`config.mk`:
```
export PLATFORM = sky130hd
export DESIGN_NAME = q_8_34b_datapath
export DESIGN_NICKNAME = d
export VERILOG_FILES = /design/src/rtl/q_8_34b_pkg.sv /design/src/rtl/q_8_34b_shift_reg.sv /design/src/rtl/q_8_34b_datapath.sv
export SDC_FILE = /design/constraint.sdc
export NUM_CORES = 1
export LEC_CHECK = 0
export BUFFER_PORTS_ARGS = -buffer_cell sky130_fd_sc_hd__buf_2
export CORE_AREA = 2 2 41 43
export DETAILED_ROUTE_END_ITERATION = 8
export DIE_AREA = 0 0 43 45
export PLACE_DENSITY = 0.67
export SYNTH_ARGS = -nofsm -noshare
export SYNTH_HDL_FRONTEND = slang
export SYNTH_SLANG_ARGS = --single-unit
```
`constraint.sdc`:
```
create_clock -name clk -period 1.1 [get_ports clk]
set_input_delay 0.165 -clock clk [delete_from_list [all_inputs] [get_ports clk]]
set_output_delay 0.165 -clock clk [all_outputs]
set_load 0.05 [all_outputs]
```
`src/rtl/q_8_34b_pkg.sv`:
```
// q_8_34b_pkg: shared constants and command bundle for the q_8_34b ones counter
package q_8_34b_pkg;
  localparam int DATA_W = 8;
  localparam int CNT_W = $clog2(DATA_W + 1);
  typedef struct packed {
    logic load_regs;
    logic incr_r2;
    logic shift;
  } cmd_t;
endpackage

```
`src/rtl/q_8_34b_shift_reg.sv`:
```
// q_8_34b_shift_reg: operand register R1 with shifted-out bit E and zero detect
module q_8_34b_shift_reg #(
  parameter int DATA_W = 8
) (
  input  logic              clk,
  input  logic              rst,
  input  logic              load,
  input  logic              shift,
  input  logic [DATA_W-1:0] data_in,
  output logic              e,
  output logic              zero
);
  logic [DATA_W-1:0] r1;
  always_ff @(posedge clk) begin
    if (rst) begin
      r1 <= '0;
      e  <= 1'b0;
    end else if (load) begin
      r1 <= data_in;
      e  <= 1'b0;
    end else if (shift) begin
      r1 <= {r1[DATA_W-2:0], 1'b0};
      e  <= r1[DATA_W-1];
    end
  end
  assign zero = (r1 == '0);
endmodule

```
`src/rtl/q_8_34b_datapath.sv`:
```
// q_8_34b_datapath: executes load/incr/shift commands and reports zero and E
module q_8_34b_datapath
  import q_8_34b_pkg::*;
#(
  parameter int DATA_W = q_8_34b_pkg::DATA_W,
  parameter int CNT_W  = $clog2(DATA_W + 1)
) (
  input  logic              clk,
  input  logic              rst,
  input  logic              load_regs,
  input  logic              incr_r2,
  input  logic              shift,
  input  logic [DATA_W-1:0] data_in,
  output logic              zero,
  output logic              E,
  output logic [CNT_W-1:0]  count
);
  cmd_t cmd;
  assign cmd = '{load_regs: load_regs, incr_r2: incr_r2, shift: shift};
  q_8_34b_shift_reg #(.DATA_W(DATA_W)) u_sr (
    .clk(clk),
    .rst(rst),
    .load(cmd.load_regs),
    .shift(cmd.shift && !cmd.load_regs),
    .data_in(data_in),
    .e(E),
    .zero(zero)
  );
  always_ff @(posedge clk) begin
    if (rst) count <= '0;
    else if (cmd.load_regs) count <= '1;
    else if (cmd.incr_r2) count <= count + CNT_W'(1);
  end
endmodule

```
Word-level counts from Yosys, hierarchy flattened
Index checks and enable logic that the tools add are counted.
{ "classes": {"n_mux": 4, "reduce_logical": 6, "add_sub_neg": 1} }
{ "op_table": {"columns": ["op", "n"], "rows": [
  ["8-bit 2-to-1 mux", 2],
  ["8-bit logical NOT", 1],
  ["4-bit 2-to-1 mux", 2],
  ["4-bit by 1-bit adder with 4-bit output (second input constant)", 1],
  ["2-bit nonzero test", 2],
  ["2-bit OR reduction", 1],
  ["1-bit logical AND", 1],
  ["1-bit logical NOT", 1]
]} }
{ "word_totals": {"register_bits": 13} }

Logic depth before layout (Yosys ltp)
Gate-level depths: netlist (run 1).
{ "logic_depth": {"depth_word": 4, "ltp_mapped": 4, "ltp_nobuf": 4} }

Modules after synthesis
A second synthesis (run 1) with hierarchy kept.
{ "unflattened": {"hier_cells": 59, "hier_area_um2": 594.3} }
{ "by_module_without_submodules": {"columns": ["module", "seq_area_each_um2", "cells_per_inst", "area_per_inst_um2", "n_inst"], "rows": [
  ["q_8_34b_shift_reg", 180.2, 42, 425.4, 1],
  ["q_8_34b_datapath", 80.1, 17, 168.9, 1]
]} }

Worst setup path before layout (run 1)
No wires, ideal clock.
{ "synth_timing": {"kind": "register -> output", "from": "register u_sr.r1[2]", "to": "output port zero", "slack_ps": -533, "stages_incl_launch_ff": 3, "t_arrival_ps": 1468, "n_path_buf": 0, "required_ps": 935, "cell_sequence": "dfxtp_1 -> or4_1 -> nor2_1"} }
{ "synth_via": {"elab_chain_cells": 1} }
{ "synth_rtl": {"columns": ["item", "line_no", "source"], "rows": [
  ["start, declared", "q_8_34b_shift_reg.sv:13", "logic [DATA_W-1:0] r1;"],
  ["start signal, assigned", "q_8_34b_shift_reg.sv:19", "r1 <= data_in;"],
  ["start signal, assigned", "q_8_34b_shift_reg.sv:22", "r1 <= {r1[DATA_W-2:0], 1'b0};"],
  ["8-bit logical NOT", "q_8_34b_shift_reg.sv:26", "assign zero = (r1 == '0);"],
  ["end, declared", "q_8_34b_datapath.sv:14", "output logic zero,"]
]} }
No other way between the ends.

Worst setup path after layout (run 1)
{ "layout_timing": {"from": "register u_sr.r1[1]", "to": "output port zero"} }
Same word-level chain as after synthesis.

==> results by group, run 1 <==
Global route
  – Largest net degree at the start of global routing: 14
  – Vias in the first global route: 518
  – Antenna violations before repair: 0
  – Global-route wire length before repair: 2060 um
  – All-Layer GR Usage: between 10% and 20%
  – Congestion Overflow GR: 0

Cells and area
  – Ant diodes: 0
  – Area growth syn-to-layout: 35.2%
  – Register area: 267 um^2
  – Share of cells above drive strength 1: 45.6%
  – Multi-input gate area: 310 um^2
  – Total Nets Final: ~110
  – Filler instances: 143

Run status
  – Status: finished with violations
  – Failing checks: negative setup slack

Place
  – Placer congestion estimate: around 0.72
  – Detail Placement HPWL: 915 um
  – Worst slack, placed: -0.264 ns
  – Port Buf Inserts: 18

Synth
  – Post-synthesis area per instance: 8.91 um^2
  – YS warnings: 0
  – Post-Synthesis Net Count: 79
  – Cell area after synthesis: 579 um^2
  – Post-Syn Instances: 65
  – Synth unique cells: 19
  – Seq/Total Area, Yosys: between 40 and 50%
  – Seq cells post-synth: 13

Timing
  – Final Hold Slack: 0.120 ns
  – Tightest Pin Transition: 0.319 ns
  – Final setup violating endpoints: 1
  – Final setup margin: -0.474 ns
  – Slew Limit Fails: 0
  – Slew HR: 78.7%
  – Crit path time final: 1.57 ns
  – Fin crit share: 143%
  – Fmax: approximately 640 MHz
  – RSZ-0062 raised after global routing: true
  – Final Skew: 0.000699 ns
  – Final Hold Fails: 0

Routing
  – Antenna Nets Post-Route: 0
  – Initial detailed-routing violation count: 1
  – Detailed Routing Iterations Pass 1: 3
  – Wire per inst: 11.9 um
  – Via density per instance: 4.96
  – DRC violations left: 0
  – Routed via count: approximately 530
  – Routed WL: between 1000 and 1500 um

Floorplan
  – Die ar.: 1940 um^2
  – Die span in x: 43 um
  – Io pins: 19
  – Standard-cell row count: 14
  – Core area: 1470 um^2
  – Die span in y: roughly 45 um
  – Initial Utilization: 39.4%

Flow run
  – Max-cap check violation count: 0

Setup path
  – Crit path max fanout: 2
  – Critical path class: reg -> out
  – Crit path capture type: output pin
  – CP required: 0.94 ns
  – CP Launch Type: flip-flop
  – R2R cell count: 4
  – Worst path arrival time: 1.41 ns

CTS
  – CTS tree: yes
  – TritonCTS buffer count: 3
  – H-tree levels: 1
  – Worst-path clk slew: 0.08 ns
  – Worst skew pair latency: about 0.27 ns
  – Sink Count: 13
  – Root buf cell: clkbuf_4
  – Max clock buf depth: 2

Power
  – Pwr dens: 1370 nW/um^2
  – Peak supply drop: slightly below 600 uV
  – Pleak: 0.363 nW

Worst hold path
  – HP Class: in -> reg
  – Hold Path Cell Cnt: 3
## power by group
| part | internal, mW | switching [mW] | total, mW | leakage [nW] |
|---|---|---|---|---|
| registers | 0.503 | 0.0228 | 0.526 | 0.109 |
| clock network | 0.141 | 0.152 | 0.293 | 0.0150 |
| logic | 0.113 | 0.142 | 0.255 | 0.239 |
| total | 0.757 | 0.317 | 1.07 | 0.363 |
## flip-flops by register name, summed over array words and instances (netlist names)
name,cells
u_sr.r1,8
count,4
u_sr.e,1
## placed cells by master, fill, tap and decap left out
master / n
xor2_1: 2
ha_1: 1
buf_4: 7
mux2i_1: 2
inv_1: 1
mux2_1: 2
clkbuf_4: 6
a21oi_1: 12
nand4_1: 1
nor3_1: 1
nor3b_1: 1
xnor2_1: 1
dfxtp_1: 8
or4_4: 2
dfxtp_2: 5
nor2_4: 1
mux2_2: 5
clkbuf_1: 1
buf_6: 1
buf_2: 14
nand2_1: 15
nor2_1: 1
## layer usage
layer,vias to the layer above,part of all wire (%),track usage (%)
li1,272,-,-
met1,239,42,14.9
met2,13,52,27.0
met3,2,4.1,3.20
met4,0,1.8,9.09
met5,-,0,0
## Yosys cell counts
| library cell | number | area [um^2] |
|---|---|---|
| nand4_1 | 1 | 6.26 |
| xor2_1 | 2 | 17.5 |
| mux2i_1 | 2 | 20.0 |
| inv_1 | 1 | 3.75 |
| mux2_2 | 5 | 56.3 |
| buf_1 | 1 | 3.75 |
| mux2_1 | 2 | 22.5 |
| a21oi_1 | 12 | 60.1 |
| buf_4 | 1 | 7.51 |
| buf_2 | 1 | 5.00 |
| ha_1 | 1 | 12.5 |
| nor2_1 | 2 | 7.51 |
| or4_1 | 2 | 15.0 |
| xnor2_1 | 1 | 8.76 |
| clkbuf_1 | 1 | 3.75 |
| nand2_1 | 15 | 56.3 |
| nor3_1 | 1 | 5.00 |
| nor3b_1 | 1 | 7.51 |
| dfxtp_1 | 13 | 260 |
## worst paths after layout
kind	startpoint	endpoint	slack, ns
max	u_sr.r1[1]$_SDFFE_PP0P_	zero	-0.47
min	data_in[0]	u_sr.r1[0]$_SDFFE_PP0P_	0.12
max reg2reg	u_sr.r1[1]$_SDFFE_PP0P_	u_sr.r1[2]$_SDFFE_PP0P_	0.13
min reg2reg	u_sr.e$_SDFFE_PP0P_	u_sr.e$_SDFFE_PP0P_	0.53
## worst max-delay path, cell delays in order (launching register included)
cell and delay, ns:
dfxtp_1 0.32, or4_4 0.54, nor2_4 0.12, buf_6 0.16
## cell families after synthesis
group	Yosys count	synth area share (%)
flops	13	44.9
mux	9	17.1
buf+inv	5	4.10
simple gates	22	16.8
compound gates	12	10.4
xor+xnor	3	4.54
fa+ha+maj	1	2.16
## timing repair
| item | 4_1_cts | 5_1_grt |
|---|---|---|
| endpoints found under the setup margin | 1 | 4 |
| cloned | 0 | 0 |
| setup buffers | 1 | 0 |
| hold buffers | 0 | 0 |
| resized for setup | 3 | 4 |
| pin swaps | 2 | 2 |
## layout make-up
class	instances	area share (%)
Tap cell	16	2.56
Multi-Input combinational cell	47	39.6
Sequential cell	13	34.0
Clock buffer	4	3.35
Inverter	1	0.479
Timing Repair Buffer	25	20.0
## per-stage QoR
stage                     instance area (um^2)  total power [mW]  util (%)  setup TNS (ns)  cells
after floorplan                            598             0.703         -          -0.194     65
after global placement                     733             0.771      49.8          -0.247    101
after detailed placement                   733             0.776      49.8          -0.264    101
after CTS                                  774              1.08      52.6          -0.479    106
after global routing                       783              1.14      53.2          -0.511    106
final                                      783              1.07      53.2          -0.474    106
Power figures use the tool's default switching activity.
==> run 2: changes to the inputs <==
--- a/config.mk
+++ b/config.mk
@@ -6,10 +6,12 @@
 export NUM_CORES = 1
 export LEC_CHECK = 0
 export BUFFER_PORTS_ARGS = -buffer_cell sky130_fd_sc_hd__buf_2
-export CORE_AREA = 2 2 41 43
+export CORE_AREA = 2 2 39 41
+export CTS_BUF_LIST = sky130_fd_sc_hd__clkbuf_8
 export DETAILED_ROUTE_END_ITERATION = 8
-export DIE_AREA = 0 0 43 45
-export PLACE_DENSITY = 0.67
+export DIE_AREA = 0 0 41 43
+export PLACE_DENSITY = 0.73
+export SETUP_SLACK_MARGIN = 0.4
 export SYNTH_ARGS = -nofsm -noshare
 export SYNTH_HDL_FRONTEND = slang
 export SYNTH_SLANG_ARGS = --single-unit
==> run 2 against run 1 <==
Effect of this change: the run still ends with negative setup slack left; worst hold slack gained 0.036 ns; core utilization grew 19 points; clock skew grew 0.0017 ns; critical endpoint unchanged; wire length grew 8.2%; die area shrank 8.9%; clock power grew 42%; largest cell class unchanged; first-iteration DRC count grew to 4.0 times the previous value.
==> results by group, run 2 (synthesized netlist as in run 1, its figures left out) <==
Setup path
  – Worst path arrival time: 1.37 ns (-0.04 ns)
  – Critical path class: reg -> out
  – Crit path max fanout: 2 (unchanged)
  – CP max stage delay: 0.54 ns (about the same)
  – CP required: 0.94 ns (about the same)
  – CP Launch Type: flip-flop
  – CP max-delay cell: or4_4
  – Crit-path cells: or4_4 -> nor2_4 -> buf_6
  – Crit path capture type: output pin

Global route
  – Antenna violations before repair: 0 (unchanged)
  – Congestion Overflow GR: 0 (unchanged)
  – All-Layer GR Usage: 18.9% (+4.4 points)
  – Largest net degree at the start of global routing: 14 (unchanged)
  – Global-route wire length before repair: 2210 um (+7.0%)
  – Vias in the first global route: 563 (+8.7%)

Power
  – Sw Ratio: 28.3% (-1.3 points)
  – Net load switching power: 364 uW (+15%)
  – Sequential share of power: 41.4% (-7.6 points)
  – Pleak: 0.439 nW (+21%)
  – Int Power: 923 uW (+22%)
  – Pwr dens: 1290 nW/um^2 (-5.8%)
  – Clock share of power: 32.3% (+5.0 points)
  – Peak supply drop: 866 uV (+49%)
  – Comb pwr share: 26.3% (+2.5 points)

Floorplan
  – Die span in y: 43 um (-4.4%)
  – Die span in x: 41 um (-4.7%)
  – Core area: 1380 um^2 (-6.0%)
  – Initial Utilization: 41.9% (+2.5 points)
  – Die ar.: 1760 um^2 (-8.9%)
  – Standard-cell row count: 14 (unchanged)
  – Io pins: 19 (unchanged)

Cells and area
  – Area growth syn-to-layout: 71.9%
  – Ant diodes: 0 (unchanged)
  – Most frequent cells in the layout: buf_2, nand2_1, dfxtp_2
  – Largest register FFs: 8 (unchanged)
  – Regs by FF count: u_sr.r1 x8, count x4, u_sr.e x1
  – Top reg by flops: u_sr.r1
  – Leading cell type in the layout, fill and taps excluded: buf_2
  – Total Nets Final: 108 (+2.9%)
  – Finished Core Util: 72.0% (+19 points)
  – Filler instances: 116 (-19%)
  – Share of cells above drive strength 1: 73.1% (+28 points)

CTS
  – Sink Count: 13 (unchanged)
  – Max clock buf depth: 2 (unchanged)
  – TritonCTS buffer count: 3 (unchanged)
  – H-tree levels: 1 (unchanged)
  – Worst skew pair latency: 0.24 ns (-0.03 ns)
  – Root buf cell: clkbuf_8
  – Worst-path clk slew: 0.05 ns (-0.03 ns)
  – CTS tree: yes

Routing
  – Routed WL: 1370 um (+8.2%)
  – Antenna Nets Post-Route: 0 (unchanged)
  – Wire per inst: 12.5 um (+5.3%)
  – Initial detailed-routing violation count: 4 (+3)
  – DRC violations left: 0 (unchanged)
  – Detailed Routing Iterations Pass 1: 2 (-1)
  – Via density per instance: 5.18 (+4.5%)
  – Routed via count: 565 (+7.4%)

Worst hold path
  – HP Class: in -> reg

Timing
  – Final Hold Slack: 0.156 ns (+0.0355 ns)
  – Slew Limit Fails: 0 (unchanged)
  – Final setup margin: -0.433 ns (+0.0410 ns)
  – Tightest Pin Transition: 0.427 ns (+0.108 ns)
  – Crit path time final: 1.53 ns (-0.0410 ns)
  – Slew HR: 71.5% (-7.2 points)
  – Final Skew: 0.00236 ns (+0.00166 ns)
  – RSZ-0062 raised after global routing: true
  – Fmax: 652 MHz (+2.7%)
  – Final setup violating endpoints: 1 (unchanged)
  – Fin crit share: 139% (-3.7 points)
  – Final Hold Fails: 0 (unchanged)

Run status
  – Status: finished with violations
  – Failing checks: negative setup slack

Place
  – Placer congestion estimate: 0.766 (+6.0%)
  – Port Buf Inserts: 18 (unchanged)
  – Detail Placement HPWL: 921 um (+0.68%)

Flow run
  – Max-cap check violation count: 0 (unchanged)
[run 2: cell count changes in the layout (fill, tap and decap cells not counted), sizes merged]
cell,before,now
buf,22,28
clkbuf,7,3
inv,1,2
[run 2: stage by stage]
stage,total power [mW],setup WS [ns],instance area [um^2],std cells,setup TNS (ns)
after global routing,1.34,-0.462,996,109,-0.462
after floorplan,0.721,-0.194,657,65,-0.194
after global placement,0.786,-0.259,787,102,-0.259
after detailed placement,0.793,-0.268,787,102,-0.268
after CTS,1.28,-0.439,943,107,-0.439
final,1.29,-0.433,996,109,-0.433
[run 2: power by group through the flow]
stage               registers [mW]  logic (mW)  clock network, mW
floorplan                    0.579       0.142                  0
global placement             0.532       0.255                  0
detailed placement           0.533       0.260                  0
CTS                          0.533       0.314              0.429
global route                 0.537       0.368              0.439
finish                       0.533       0.338              0.416
[run 2: worst max-delay path: cells and delay by family, from the launching register on]
kind,cells,cell delay (ns)
DFF,1,0.31
and+or+nand+nor,2,0.66
buffers and inverters,1,0.16
[run 2: what timing repair did]
item                                    in CTS  in global routing
resized for setup                           33                 12
hold endpoints to repair                     0                  0
buffers inserted                             1                  2
pin swaps                                    6                  6
gates cloned                                 0                  0
hold buffers                                 0                  0
endpoints found under the setup margin      19                 19
[run 2: area by class of cell]
| type | count | area, um^2 | share of cell area (%) |
|---|---|---|---|
| inverter | 1 | 3.75 | 0.377 |
| sequential | 13 | 285 | 28.6 |
| multi-input combinational | 47 | 398 | 39.9 |
| clock inverter | 1 | 3.75 | 0.377 |
| clock buffer | 3 | 41.3 | 4.15 |
| tap | 16 | 20.0 | 2.01 |
| timing repair buffer | 28 | 244 | 24.5 |
[run 2: final timing paths]
kind / startpoint / endpoint / slack [ns] / cells after the start
hold reg to reg: count[3]$_SDFFE_PP0P_ / count[3]$_SDFFE_PP0P_ / 0.56 / 2
setup / recovery: u_sr.r1[2]$_SDFFE_PP0P_ / zero / -0.43 / 3
setup reg to reg: u_sr.r1[2]$_SDFFE_PP0P_ / u_sr.r1[2]$_SDFFE_PP0P_ / 0.13 / 4
hold / removal: data_in[0] / u_sr.r1[0]$_SDFFE_PP0P_ / 0.16 / 3
[run 2: per-layer routing]
layer	part of all wire, %	vias up	GRT usage (%)	routed length [um]
met3	4.2	5	4.19	58
met5	0	-	0	0
met4	2.5	0	10.0	34
met1	40	267	20.4	552
li1	-	277	-	-
met2	53	16	31.9	721
==> run 3: changes to the inputs <==
--- a/config.mk
+++ b/config.mk
@@ -5,12 +5,13 @@
 export SDC_FILE = /design/constraint.sdc
 export NUM_CORES = 1
 export LEC_CHECK = 0
+export ABC_AREA = 1
 export BUFFER_PORTS_ARGS = -buffer_cell sky130_fd_sc_hd__buf_2
-export CORE_AREA = 2 2 39 41
+export CORE_AREA = 2 2 41 43
 export CTS_BUF_LIST = sky130_fd_sc_hd__clkbuf_8
 export DETAILED_ROUTE_END_ITERATION = 8
-export DIE_AREA = 0 0 41 43
-export PLACE_DENSITY = 0.73
+export DIE_AREA = 0 0 43 45
+export PLACE_DENSITY = 0.72
 export SETUP_SLACK_MARGIN = 0.4
 export SYNTH_ARGS = -nofsm -noshare
 export SYNTH_HDL_FRONTEND = slang
==> run 3 against run 2 <==
Effect of this change: the flow still finishes with violations (negative setup slack); count of clock-buffer cells in the layout did not move; design area rose by 7.2%; power barely moved; worst hold slack got worse by 0.048 ns; synthesized cell count rose by 46%; sequential power rose by 2%; sequential share of layout area fell by 1.7 points; via count rose by 16%; setup slack improved by 0.27 ns; critical endpoint unchanged; largest power group unchanged.
==> results by group, run 3 <==
Run status
  – Status: finished with violations
  – Failing checks: negative setup slack

Power
  – Peak supply drop: 787 uV (-9.1%)
  – Pleak: 0.590 nW (+34%)
  – Pwr Total: 1.29 mW (about the same)
  – Pwr dens: 1210 nW/um^2 (-6.7%)

Synth
  – Number of flops mapped to enable cells by yosys: 0 (unchanged)
  – Simple-gate share of the synthesized area: 33.7% (+17 points)
  – Seq/Total Area, Yosys: 39.8% (-5.2 points)
  – Post-synthesis xor/xnor area fraction: 1.34% (-3.2 points)
  – List of most frequent post-synthesis cells: nand2_1, inv_1, dfxtp_1, nand3_1
  – YS warnings: 0 (unchanged)
  – Largest family of logic cells by synthesized area: simple AND/OR/NAND/NOR gates
  – Top-count cell post-synth: nand2_1
  – Post-Syn Instances: 95 (+46%)
  – Post-synthesis area per instance: 6.89 um^2 (-23%)
  – Top_reg_cell synth: dfxtp_1
  – Post-synthesis async set-or-reset flop share: 0% (unchanged)
  – Seq cells post-synth: 13 (unchanged)
  – Post-Synthesis Net Count: 109 (+38%)
  – Ranking of synthesized cells by area: dfxtp_1, nand2_1, inv_1, nand3_1, a21oi_1
  – Mux contribution to synthesized area: 0% (-17 points)
  – Compound-cell area share of the yosys netlist: 9.94% (-0.42 points)
  – Fraction of the mapped netlist area in adder cells: 1.91% (-0.25 points)
  – Synth unique cells: 19 (unchanged)
  – Post-synth top area cell: dfxtp_1
  – Cell area after synthesis: 654 um^2 (+13%)
  – Yosys top cell area share: 39.8% (-5.2 points)

Global route
  – Antenna violations before repair: 0 (unchanged)
  – All-Layer GR Usage: 18.2% (-0.66 points)
  – Largest net degree at the start of global routing: 11 (-3)
  – Congestion Overflow GR: 0 (unchanged)
  – Global-route wire length before repair: 2590 um (+17%)
  – Vias in the first global route: 636 (+13%)

CTS
  – H-tree levels: 1 (unchanged)
  – Max clock buf depth: 2 (unchanged)
  – Hold-fix buffers, CTS: 0 (unchanged)
  – CTS tree: yes
  – Root buf cell: clkbuf_8
  – TritonCTS buffer count: 3 (unchanged)
  – Sink Count: 13 (unchanged)
  – Worst-path clk slew: 0.05 ns (about the same)
  – Worst skew pair latency: 0.24 ns (about the same)

Setup path
  – R2R cell count: 5 (+1)
  – CP Launch Type: flip-flop
  – Worst reg2reg endpoint: count[1]$_SDFFE_PP0P_
  – Crit path max fanout: 2 (unchanged)
  – Reg2Reg Launch Point: count[0]$_SDFFE_PP0P_
  – Critical path class: reg -> out
  – Worst path arrival time: 1.10 ns (-0.27 ns)
  – Crit path capture type: output pin
  – Worst setup path end: zero
  – Worst R2R Setup Slack: 0.17 ns (+0.04 ns)
  – CP required: 0.94 ns (about the same)
  – CP startpoint: u_sr.r1[3]$_SDFFE_PP0P_

Routing
  – Via density per instance: 4.73 (-8.7%)
  – Routed via count: 653 (+16%)
  – DRC violations left: 0 (unchanged)
  – Detailed Routing Iterations Pass 1: 4 (+2)
  – Wire per inst: 11.0 um (-12%)
  – Antenna Nets Post-Route: 0 (unchanged)
  – Routed WL: 1520 um (+11%)
  – Initial detailed-routing violation count: 9 (+5)

Floorplan
  – Standard-cell row count: 14 (unchanged)
  – Io pins: 19 (unchanged)
  – Die span in x: 43 um (+4.9%)
  – Die ar.: 1940 um^2 (+9.8%)
  – Core area: 1470 um^2 (+6.3%)
  – Die span in y: 45 um (+4.7%)
  – Initial Utilization: 44.5% (+2.6 points)

Place
  – Port Buf Inserts: 18 (unchanged)
  – Placer congestion estimate: 0.804 (+5.0%)
  – Placed Cells: 132 (+29%)
  – Detail Placement HPWL: 1000 um (+8.7%)

Cells and area
  – Leading cell type in the layout, fill and taps excluded: nand2_1
  – Final non-filler cell total: 138 (+27%)
  – Most frequent cells in the layout: nand2_1, inv_1, buf_2
  – Share of cells above drive strength 1: 57.4% (-16 points)
  – Area growth syn-to-layout: 63.1%
  – Ant diodes: 0 (unchanged)
  – Total Nets Final: 137 (+27%)
  – Filler instances: 116 (unchanged)
  – Top reg by flops: u_sr.r1
  – Largest register FFs: 8 (unchanged)
  – Regs by FF count: u_sr.r1 x8, count x4, u_sr.e x1

Timing
  – Slew HR: 81.9% (+10 points)
  – Tightest Pin Transition: 0.270 ns (-0.157 ns)
  – Fmax: 790 MHz (+21%)
  – Final setup margin: -0.166 ns (+0.266 ns)
  – Final Skew: 0.00334 ns (+0.000984 ns)
  – Fin crit share: 115% (-24 points)
  – RSZ-0062 raised after global routing: true
  – Crit path time final: 1.27 ns (-0.266 ns)
  – Final setup violating endpoints: 1 (unchanged)
  – Slew Limit Fails: 0 (unchanged)
  – Final Hold Fails: 0 (unchanged)

Worst hold path
  – Hold Crit Start: rst
  – HP Class: in -> reg

Flow run
  – Max-cap check violation count: 0 (unchanged)
[run 3: where the power goes]
group	internal (mW)	total [mW]	switching, mW
logic	0.151	0.333	0.182
clock network	0.246	0.408	0.163
registers	0.503	0.545	0.0423
total	0.900	1.29	0.387
[run 3: final cells by class]
cell class                      count  area [um^2]  area share (%)
Inverter                           17         68.8            6.45
Timing Repair Buffer               25          220            20.6
Multi-Input combinational cell     63          425            39.9
Tap cell                           16         20.0            1.88
Clock buffer                        3         41.3            3.87
Sequential cell                    13          288            27.0
Clock inverter                      1         3.75           0.352
[run 3: worst max-delay path: stages (launching register included)]
cell,delay (ns)
dfxtp_2,0.33
inv_2,0.06
nand2_2,0.06
nor4_4,0.22
buf_6,0.19
[run 3: kinds of logic after synthesis]
logic type               after synthesis
AND/OR/NAND/NOR                       51
XOR/XNOR                               1
AO/OA/AOI/OAI                         10
buffers and inverters                 19
flip-flops                            13
adder cells (fa/ha/maj)                1
[run 3: worst min-delay path by stage]
| stage | end | cells after the start |
|---|---|---|
| 2_1_floorplan | count[0]$_SDFFE_PP0P_ | 1 |
| 3_3_place_gp | count[0]$_SDFFE_PP0P_ | 2 |
| 3_5_place_dp | count[0]$_SDFFE_PP0P_ | 2 |
| 4_1_cts | count[0]$_SDFFE_PP0P_ | 2 |
| 5_1_grt | count[0]$_SDFFE_PP0P_ | 2 |
| 6_report | count[0]$_SDFFE_PP0P_ | 2 |
[run 3: what timing repair did]
item,4_1_cts,5_1_grt
buffers inserted,0,2
gates resized for setup,39,17
endpoints found under the setup margin,16,18
pin swaps,7,2
[run 3: per-layer routing]
metal,global-route usage [%],up-vias,share of wire (%)
met5,0,-,0
li1,-,346,-
met4,8.48,0,1.4
met3,3.60,4,3.8
met1,19.3,289,40
met2,34.8,14,54
[run 3: stage by stage]
stage	hold slack (ns)	worst slack (ns)	area [um^2]	TNS [ns]	utilization (%)
after floorplan	0.224	-0.112	712	-0.112	-
after global placement	0.353	0.0134	832	0	56.5
after detailed placement	0.353	-0.00100	832	-0.00100	56.5
after CTS	0.100	-0.170	995	-0.170	67.6
after global routing	0.112	-0.223	1070	-0.223	72.5
final	0.108	-0.166	1070	-0.166	72.5
